--- src/rtl/bin2bcd_seq.sv ---
// Sequential double-dabble binary-to-BCD converter: one shift per clock, WIDTH steps per result.
// Optional two's-complement input handling is enabled by defining BIN2BCD_SIGNED_EN.
module bin2bcd_seq #(
   parameter int WIDTH  = 8,
   parameter int DIGITS = 3
) (
   input  logic                  clk,
   input  logic                  rst,
   input  logic                  start,
   input  logic [WIDTH-1:0]      bin,
   output logic                  busy,
   output logic                  done,
   output logic [4*DIGITS-1:0]   bcd,
   output logic                  neg
);

   localparam int CW = $clog2(WIDTH + 1);

   typedef enum logic [1:0] {IDLE, CONV, DONE} state_t;

   state_t              r_state;
   state_t              w_state_nxt;
   logic [WIDTH-1:0]    r_shift;
   logic [4*DIGITS-1:0] r_scratch;
   logic [4*DIGITS-1:0] r_bcd;
   logic [CW-1:0]       r_cnt;
   logic                r_sign;
   logic                r_neg;

   logic                w_load;
   logic                w_step;
   logic                w_last;
   logic                w_sign_in;
   logic [WIDTH-1:0]    w_mag;
   logic [4*DIGITS-1:0] w_adj;
   logic [4*DIGITS-1:0] w_scratch_nxt;
   logic [WIDTH-1:0]    w_shift_nxt;

`ifdef BIN2BCD_SIGNED_EN
   // Negating the most negative value wraps to itself, which read unsigned is its full magnitude.
   assign w_sign_in = bin[WIDTH-1];
   assign w_mag     = w_sign_in ? ((~bin) + {{(WIDTH-1){1'b0}}, 1'b1}) : bin;
`else
   assign w_sign_in = 1'b0;
   assign w_mag     = bin;
`endif

   // NOTE: every variable assigned in always_comb gets a default first, so no path can infer a latch.
   always_comb begin
      w_adj = r_scratch;
      for (int d = 0; d < DIGITS; d++) begin
         if (r_scratch[4*d +: 4] >= 4'd5) begin
            w_adj[4*d +: 4] = r_scratch[4*d +: 4] + 4'd3;
         end
      end
   end

   assign {w_scratch_nxt, w_shift_nxt} = {w_adj, r_shift} << 1;
   assign w_last = (r_cnt == CW'(WIDTH - 1));

   always_comb begin
      w_state_nxt = r_state;
      w_load      = 1'b0;
      w_step      = 1'b0;
      busy        = 1'b0;
      done        = 1'b0;
      unique case (r_state)
         IDLE: begin
            if (start) begin
               w_load      = 1'b1;
               w_state_nxt = CONV;
            end
         end
         CONV: begin
            busy   = 1'b1;
            w_step = 1'b1;
            if (w_last) begin
               w_state_nxt = DONE;
            end
         end
         DONE: begin
            done        = 1'b1;
            w_state_nxt = IDLE;
         end
         default: w_state_nxt = IDLE;
      endcase
   end

   // NOTE: sequential state uses non-blocking assignments so every register samples pre-edge values.
   always_ff @(posedge clk) begin
      if (rst) begin
         r_state <= IDLE;
      end else begin
         r_state <= w_state_nxt;
      end
   end

   always_ff @(posedge clk) begin
      if (rst) begin
         r_shift   <= '0;
         r_scratch <= '0;
         r_cnt     <= '0;
         r_sign    <= 1'b0;
         r_bcd     <= '0;
         r_neg     <= 1'b0;
      end else if (w_load) begin
         r_shift   <= w_mag;
         r_scratch <= '0;
         r_cnt     <= '0;
         r_sign    <= w_sign_in;
      end else if (w_step) begin
         r_shift   <= w_shift_nxt;
         r_scratch <= w_scratch_nxt;
         r_cnt     <= r_cnt + CW'(1);
         // The final step's result is published directly so done and bcd rise together.
         if (w_last) begin
            r_bcd <= w_scratch_nxt;
            r_neg <= r_sign;
         end
      end
   end

   assign bcd = r_bcd;
   assign neg = r_neg;

endmodule

--- config.mk ---
export PLATFORM = sky130hd
export DESIGN_NAME = bin2bcd_seq
export DESIGN_NICKNAME = d
export VERILOG_FILES = /design/src/rtl/bin2bcd_seq.sv
export SDC_FILE = /design/constraint.sdc
export NUM_CORES = 1
export LEC_CHECK = 0
export ABC_AREA = 1
export BUFFER_PORTS_ARGS = -buffer_cell sky130_fd_sc_hd__buf_4
export CORE_MARGIN = 1
export CORE_UTILIZATION = 56
export DETAILED_ROUTE_END_ITERATION = 10
export GPL_ROUTABILITY_DRIVEN = 0
export PLACE_DENSITY = 0.78
export SYNTH_ARGS = -nofsm -noshare
export SYNTH_HDL_FRONTEND = slang
export SYNTH_SLANG_ARGS = --single-unit
--- constraint.sdc ---
create_clock -name clk -period 1.9 [get_ports clk]
set_clock_uncertainty 0.15 [all_clocks]
set_input_delay 0.475 -clock clk [delete_from_list [all_inputs] [get_ports clk]]
set_output_delay 0.475 -clock clk [all_outputs]
set_load 0.05 [all_outputs]
==> impl_metrics.env, run 1 <==
export IMPL_switching_power_w=0.000430
export IMPL_rows=20
export IMPL_synth_mux_area_share_pct=0
export IMPL_netlist_area_um2=1920
export IMPL_critPathKind="reg -> out"
export IMPL_yosys_warnings=0
export IMPL_setup_violations_final=0
export IMPL_diodes=0
export IMPL_p_seq_share_pct=56.1
export IMPL_yosys_area_share_adder_pct=4.57
export IMPL_ir_drop_mv=0.682
export IMPL_crit_slowest_cell="dfxtp_1"
export IMPL_cts_tree="done"
export IMPL_rr_worst_depth=7
export IMPL_fin_tns_setup_ps=0
export IMPL_reg2reg_from="r_cnt[1]"
export IMPL_numClockSinks=38
export IMPL_ys_ff_latch=38
export IMPL_period_share_pct=95.2
export IMPL_grt_max_degree=19
export IMPL_area_delta_synth_final_pct=14.1
export IMPL_swShare_pct=28.3
export IMPL_ys_seq_area_share_pct=39.7
export IMPL_clkPwrFrac_pct=29.2
export IMPL_antenna_left=0
export IMPL_core_um2=3150
export IMPL_synth_compound_area_share_pct=8.16
export IMPL_synthesis_nets=301
export IMPL_final_max_slew_viol_count=0
export IMPL_crit_family="buffers and inverters"
export IMPL_port_buffers=24
export IMPL_grt_use_total_pct=23.5
export IMPL_rsz0062_at_grt="no"
export IMPL_end_kind="output port"
export IMPL_path_max_fanout=17
export IMPL_htreeDepth=2
export IMPL_clock_path_buffers=2
export IMPL_clkSlewWorstSetupHoldPaths_ps=110
export IMPL_ios=26
export IMPL_leakage_nw=1.10
export IMPL_cpPeakStageDelay_ps=360
export IMPL_ff2ff_setup_slack_ps=250
export IMPL_combPwrFrac_pct=14.7
export IMPL_first_iter_violations=52
export IMPL_timing_fmax_mhz=553
export IMPL_remaining_drc_errors=0
export IMPL_synth_top_family_by_area="simple AND/OR/NAND/NOR gates"
export IMPL_drtPass1Iterations=4
export IMPL_crit_required_ps=1270
export IMPL_final_min_clock_period_ps=1810
export IMPL_avgSynthCellArea_um2=6.77
export IMPL_crit_arrival_ps=1180
export IMPL_cp_num_buf_inv=3
export IMPL_place_area_um2=2120
export IMPL_fillCellCount=319
export IMPL_cts_setup_buffers=0
export IMPL_grt_pass1_vias=1597
export IMPL_num_vias=1733
export IMPL_overflow=0
export IMPL_cts_root_buf="clkbuf_4"
export IMPL_holdCritPathClass="in -> reg"
export IMPL_synth_distinct_cells=23
export IMPL_status="complete, no violations"
export IMPL_hpwl_um=2680
export IMPL_die_w_um=60.5
export IMPL_wl_per_cell_um=10.7
export IMPL_die_y_um=60.5
export IMPL_powerDensity_nw_per_um2=693
export IMPL_synth_simple_gate_area_share_pct=35.2
export IMPL_cap_violations=0
export IMPL_rr_endpoint="bcd[3]"
export IMPL_drive_gt1_share_pct=13.5
export IMPL_antenna_found_initial=0
export IMPL_fin_area_um2=2190
export IMPL_path_cells="inv_1 -> nand2_4 -> inv_8 -> buf_6"
export IMPL_p_int_w=0.00109
export IMPL_hold_end="r_shift[0]"
export IMPL_hold_viol=0
export IMPL_synth_xor_area_share_pct=0.457
export IMPL_fp_dieArea_um2=3660
export IMPL_hold_path_cell_count=3
export IMPL_nets=327
export IMPL_initial_utilization_pct=60.8
export IMPL_post_route_util_pct=69.4
export IMPL_insertion_delay_ps=340
export IMPL_cts_buffers=5
export IMPL_viasPerCell=4.90
export IMPL_hold_path_startpoint="bin[0]"
export IMPL_grt_pass1_wl_um=6400
export IMPL_start_kind="flop"
export IMPL_syn_inst=283
export IMPL_wl_um=3800
cells in the mapped netlist:
cell type / number / area share (%)
ha_1: 7 / 4.6
a21oi_1: 19 / 5.0
clkbuf_1: 1 / 0.20
nor2_4: 2 / 1.2
o21ai_1: 1 / 0.26
inv_1: 41 / 8.0
buf_2: 4 / 1.0
a21boi_0: 1 / 0.39
nor2_1: 40 / 7.8
buf_4: 1 / 0.39
nand2_4: 1 / 0.59
dfxtp_1: 38 / 40
xor2_1: 1 / 0.46
nor3_1: 2 / 0.52
nand4_1: 4 / 1.3
o21ai_0: 8 / 2.1
nand2_1: 72 / 14
nand3_1: 33 / 8.6
inv_4: 1 / 0.33
a21oi_2: 1 / 0.46
buf_6: 3 / 1.8
nor2_8: 1 / 1.0
conb_1: 1 / 0.20
final cells by class:
class	count	area (um^2)	area share, %
multi-input combinational	194	931	42.6
sequential	38	762	34.8
timing repair buffer	28	214	9.78
inverter	42	165	7.55
clock buffer	7	55.1	2.52
tap	44	55.1	2.52
clock inverter	1	5.00	0.229
worst max path at each step:
stage / cells after the start / slack (ps) / from / end
5_1_grt: 4 / 20 / r_state[1] / busy
2_1_floorplan: 2 / 160 / r_state[1] / done
6_report: 4 / 90 / r_state[1] / busy
3_5_place_dp: 6 / 280 / start / r_scratch[8]
4_1_cts: 4 / 20 / r_state[1] / busy
3_3_place_gp: 6 / 320 / start / r_scratch[3]
worst min-delay path, cell delays in order:
cell and delay [ps]:
buf_4 110, nand2_1 50, a21oi_1 50
registers in the layout, summed over array words and instances (netlist names):
register / cells
r_state: 2
r_cnt: 4
bcd: 12
r_scratch: 12
r_shift: 8
layout by cell type, fill, tap and decap left out, drive strengths merged, types with 4 or more instances in the layout:
cell    Yosys  final
nor2       43     43
clkbuf      1      7
nand4       4      4
ha          7      7
a21oi      20     20
o21ai       9      9
nand2      73     73
inv        42     42
nand3      33     33
buf         8     28
dfxtp      38     38
power groups by stage:
stage / Clock [W] / Sequential [W] / Combinational (W)
2_1_floorplan: 0 / 0.000862 / 0.000172
3_3_place_gp: 0 / 0.000867 / 0.000216
3_5_place_dp: 0 / 0.000868 / 0.000219
4_1_cts: 0.000451 / 0.000850 / 0.000222
5_1_grt: 0.000485 / 0.000855 / 0.000258
6_report: 0.000443 / 0.000850 / 0.000223
per-stage QoR:
step / setup WS, ps / total power (W) / hold slack (ps) / std cells
after floorplan: 158 / 0.00103 / 289 / 283
after global placement: 317 / 0.00108 / 301 / 346
after detailed placement: 279 / 0.00109 / 309 / 346
after CTS: 24.1 / 0.00152 / 235 / 354
after global routing: 20.7 / 0.00160 / 266 / 354
final: 91.3 / 0.00152 / 244 / 354
layer usage:
metal / routed length (um) / global-route usage, %
met1: 1800 / 28.6
met2: 1790 / 40.7
met3: 176 / 5.76
met4: 30 / 7.79
met5: 0 / 0
logic make-up (layout without fill, tap and decap cells):
logic type	after synthesis	count (layout)
xor+xnor	1	1
flops	38	38
compound gates	30	30
simple gates	155	155
fa+ha+maj	7	7
other cells	1	1
buf+inv	51	78
timing repair:
item | in CTS | in global routing
hold buffers | 0 | 0
setup endpoints to repair | 1 | 1
gates resized for setup | 2 | 2
endpoints found under the hold margin | 0 | 0
No activity file was read; power rests on OpenSTA's default activity.
==> run 2, diff against run 1 <==
CORE_UTILIZATION = 51   (was 56)
PLACE_DENSITY = 0.75   (was 0.78)
clock period = 1.6 ns   (was 1.9 ns; I/O delays follow)
==> impl_metrics.env, run 2 (synthesis gave the netlist of run 1 again) <==
export IMPL_status="complete, no violations"
export IMPL_holdCritPathClass="in -> reg"
export IMPL_wl_um=3860
export IMPL_remaining_drc_errors=0
export IMPL_die_y_um=63.3
export IMPL_crit_arrival_ps=1010
export IMPL_viasPerCell=4.81
export IMPL_fin_tns_setup_ps=0
export IMPL_fillCellCount=316
export IMPL_end_kind="output port"
export IMPL_cts_tree="done"
export IMPL_critPathKind="reg -> out"
export IMPL_cap_violations=0
export IMPL_grt_pass1_vias=1571
export IMPL_initial_utilization_pct=55.3
export IMPL_num_vias=1754
export IMPL_overflow=0
export IMPL_nets=336
export IMPL_p_total_w=0.00197
export IMPL_timing_fmax_mhz=643
export IMPL_ios=26
export IMPL_setup_violations_final=0
export IMPL_drive_gt1_share_pct=17.6
export IMPL_wl_per_cell_um=10.6
export IMPL_grt_max_degree=19
export IMPL_clock_path_buffers=2
export IMPL_diodes=0
export IMPL_rr_worst_depth=6
export IMPL_ff2ff_setup_slack_ps=80
export IMPL_crit_required_ps=1050
export IMPL_hold_viol=0
export IMPL_cts_root_buf="clkbuf_8"
export IMPL_grt_use_total_pct=20.7
export IMPL_ir_drop_mv=0.666
export IMPL_path_max_fanout=3
export IMPL_grt_pass1_wl_um=6490
export IMPL_antenna_left=0
export IMPL_final_max_slew_viol_count=0
export IMPL_fp_dieArea_um2=4010
export IMPL_final_min_clock_period_ps=1560
export IMPL_hold_end="r_shift[0]"
export IMPL_cts_buffers=5
export IMPL_numClockSinks=38
export IMPL_rr_endpoint="bcd[2]"
export IMPL_hold_path_startpoint="bin[0]"
export IMPL_rows=21
export IMPL_hold_buffers=0
export IMPL_insertion_delay_ps=290
export IMPL_core_um2=3470
export IMPL_period_share_pct=97.3
export IMPL_port_buffers=24
export IMPL_area_delta_synth_final_pct=21.1
export IMPL_drtPass1Iterations=4
export IMPL_hpwl_um=2670
export IMPL_clkSlewWorstSetupHoldPaths_ps=70
export IMPL_antenna_found_initial=0
export IMPL_htreeDepth=2
export IMPL_final_common_cell="nand2_1"
export IMPL_powerDensity_nw_per_um2=849
export IMPL_die_w_um=63.3
export IMPL_leakage_nw=1.15
export IMPL_first_iter_violations=76
export IMPL_reg2reg_from="r_cnt[0]"
export IMPL_final_cell_mix="nand2_1, inv_1, nor2_1, dfxtp_1, buf_4"
export IMPL_hold_path_cell_count=3
export IMPL_start_kind="flop"
run 2: cell types whose count changed in the layout (fill, tap and decap cells not counted), sizes merged:
cell | previous run | this run
buf | 28 | 35
nor2 | 43 | 45
run 2: worst max-delay path by stage:
stage / from / end / slack [ps] / cells after the start
finish: r_state[1] / busy / 40 / 4
global route: r_cnt[0] / bcd[2] / -3 / 6
CTS: r_state[1] / busy / 40 / 4
detailed placement: r_cnt[0] / bcd[7] / 60 / 7
global placement: r_cnt[0] / bcd[3] / 90 / 7
floorplan: r_cnt[0] / bcd[1] / 130 / 7
run 2: metrics by stage:
step / worst slack, ps / std cells / hold WS (ps) / instance area, um^2 / utilization [%]
after floorplan: 134 / 283 / 289 / 1920 / -
after global placement: 92.4 / 352 / 303 / 2150 / 62.0
after detailed placement: 56.8 / 352 / 307 / 2150 / 62.0
after CTS: 36.2 / 362 / 220 / 2280 / 65.6
after global routing: -3.06 / 365 / 236 / 2320 / 66.9
final: 43.6 / 365 / 223 / 2320 / 66.9
run 2: what timing repair did:
item	4_1_cts	5_1_grt
cloned	0	2
endpoints found under the setup margin	2	11
pin swaps	0	2
buffers inserted	2	1
resized for setup	8	3
run 2: critical path, stage by stage (launching register included):
cell and delay, ps:
dfxtp_4 370, inv_2 80, nand2_4 70, inv_8 60, buf_8 130
run 2: where the power goes:
part / internal [W] / switching [W] / total, W
combinational: 0.000113 / 0.000179 / 0.000292
clock: 0.000347 / 0.000325 / 0.000672
sequential: 0.000980 / 0.0000273 / 0.00101
run 2: cell type report:
type	instances	area (um^2)	share of cell area, %
tap	46	57.6	2.48
sequential	38	766	33.0
clock inverter	1	5.00	0.216
inverter	42	165	7.12
multi-input combinational	196	971	41.8
timing repair buffer	35	270	11.6
clock buffer	7	86.3	3.72
run 2: metal layers:
metal	track usage, %	vias up	share of wire, %
li1	-	953	-
met5	0	-	0
met3	6.70	7	3.8
met2	32.4	33	43
met1	26.3	761	52
met4	7.67	0	1.3
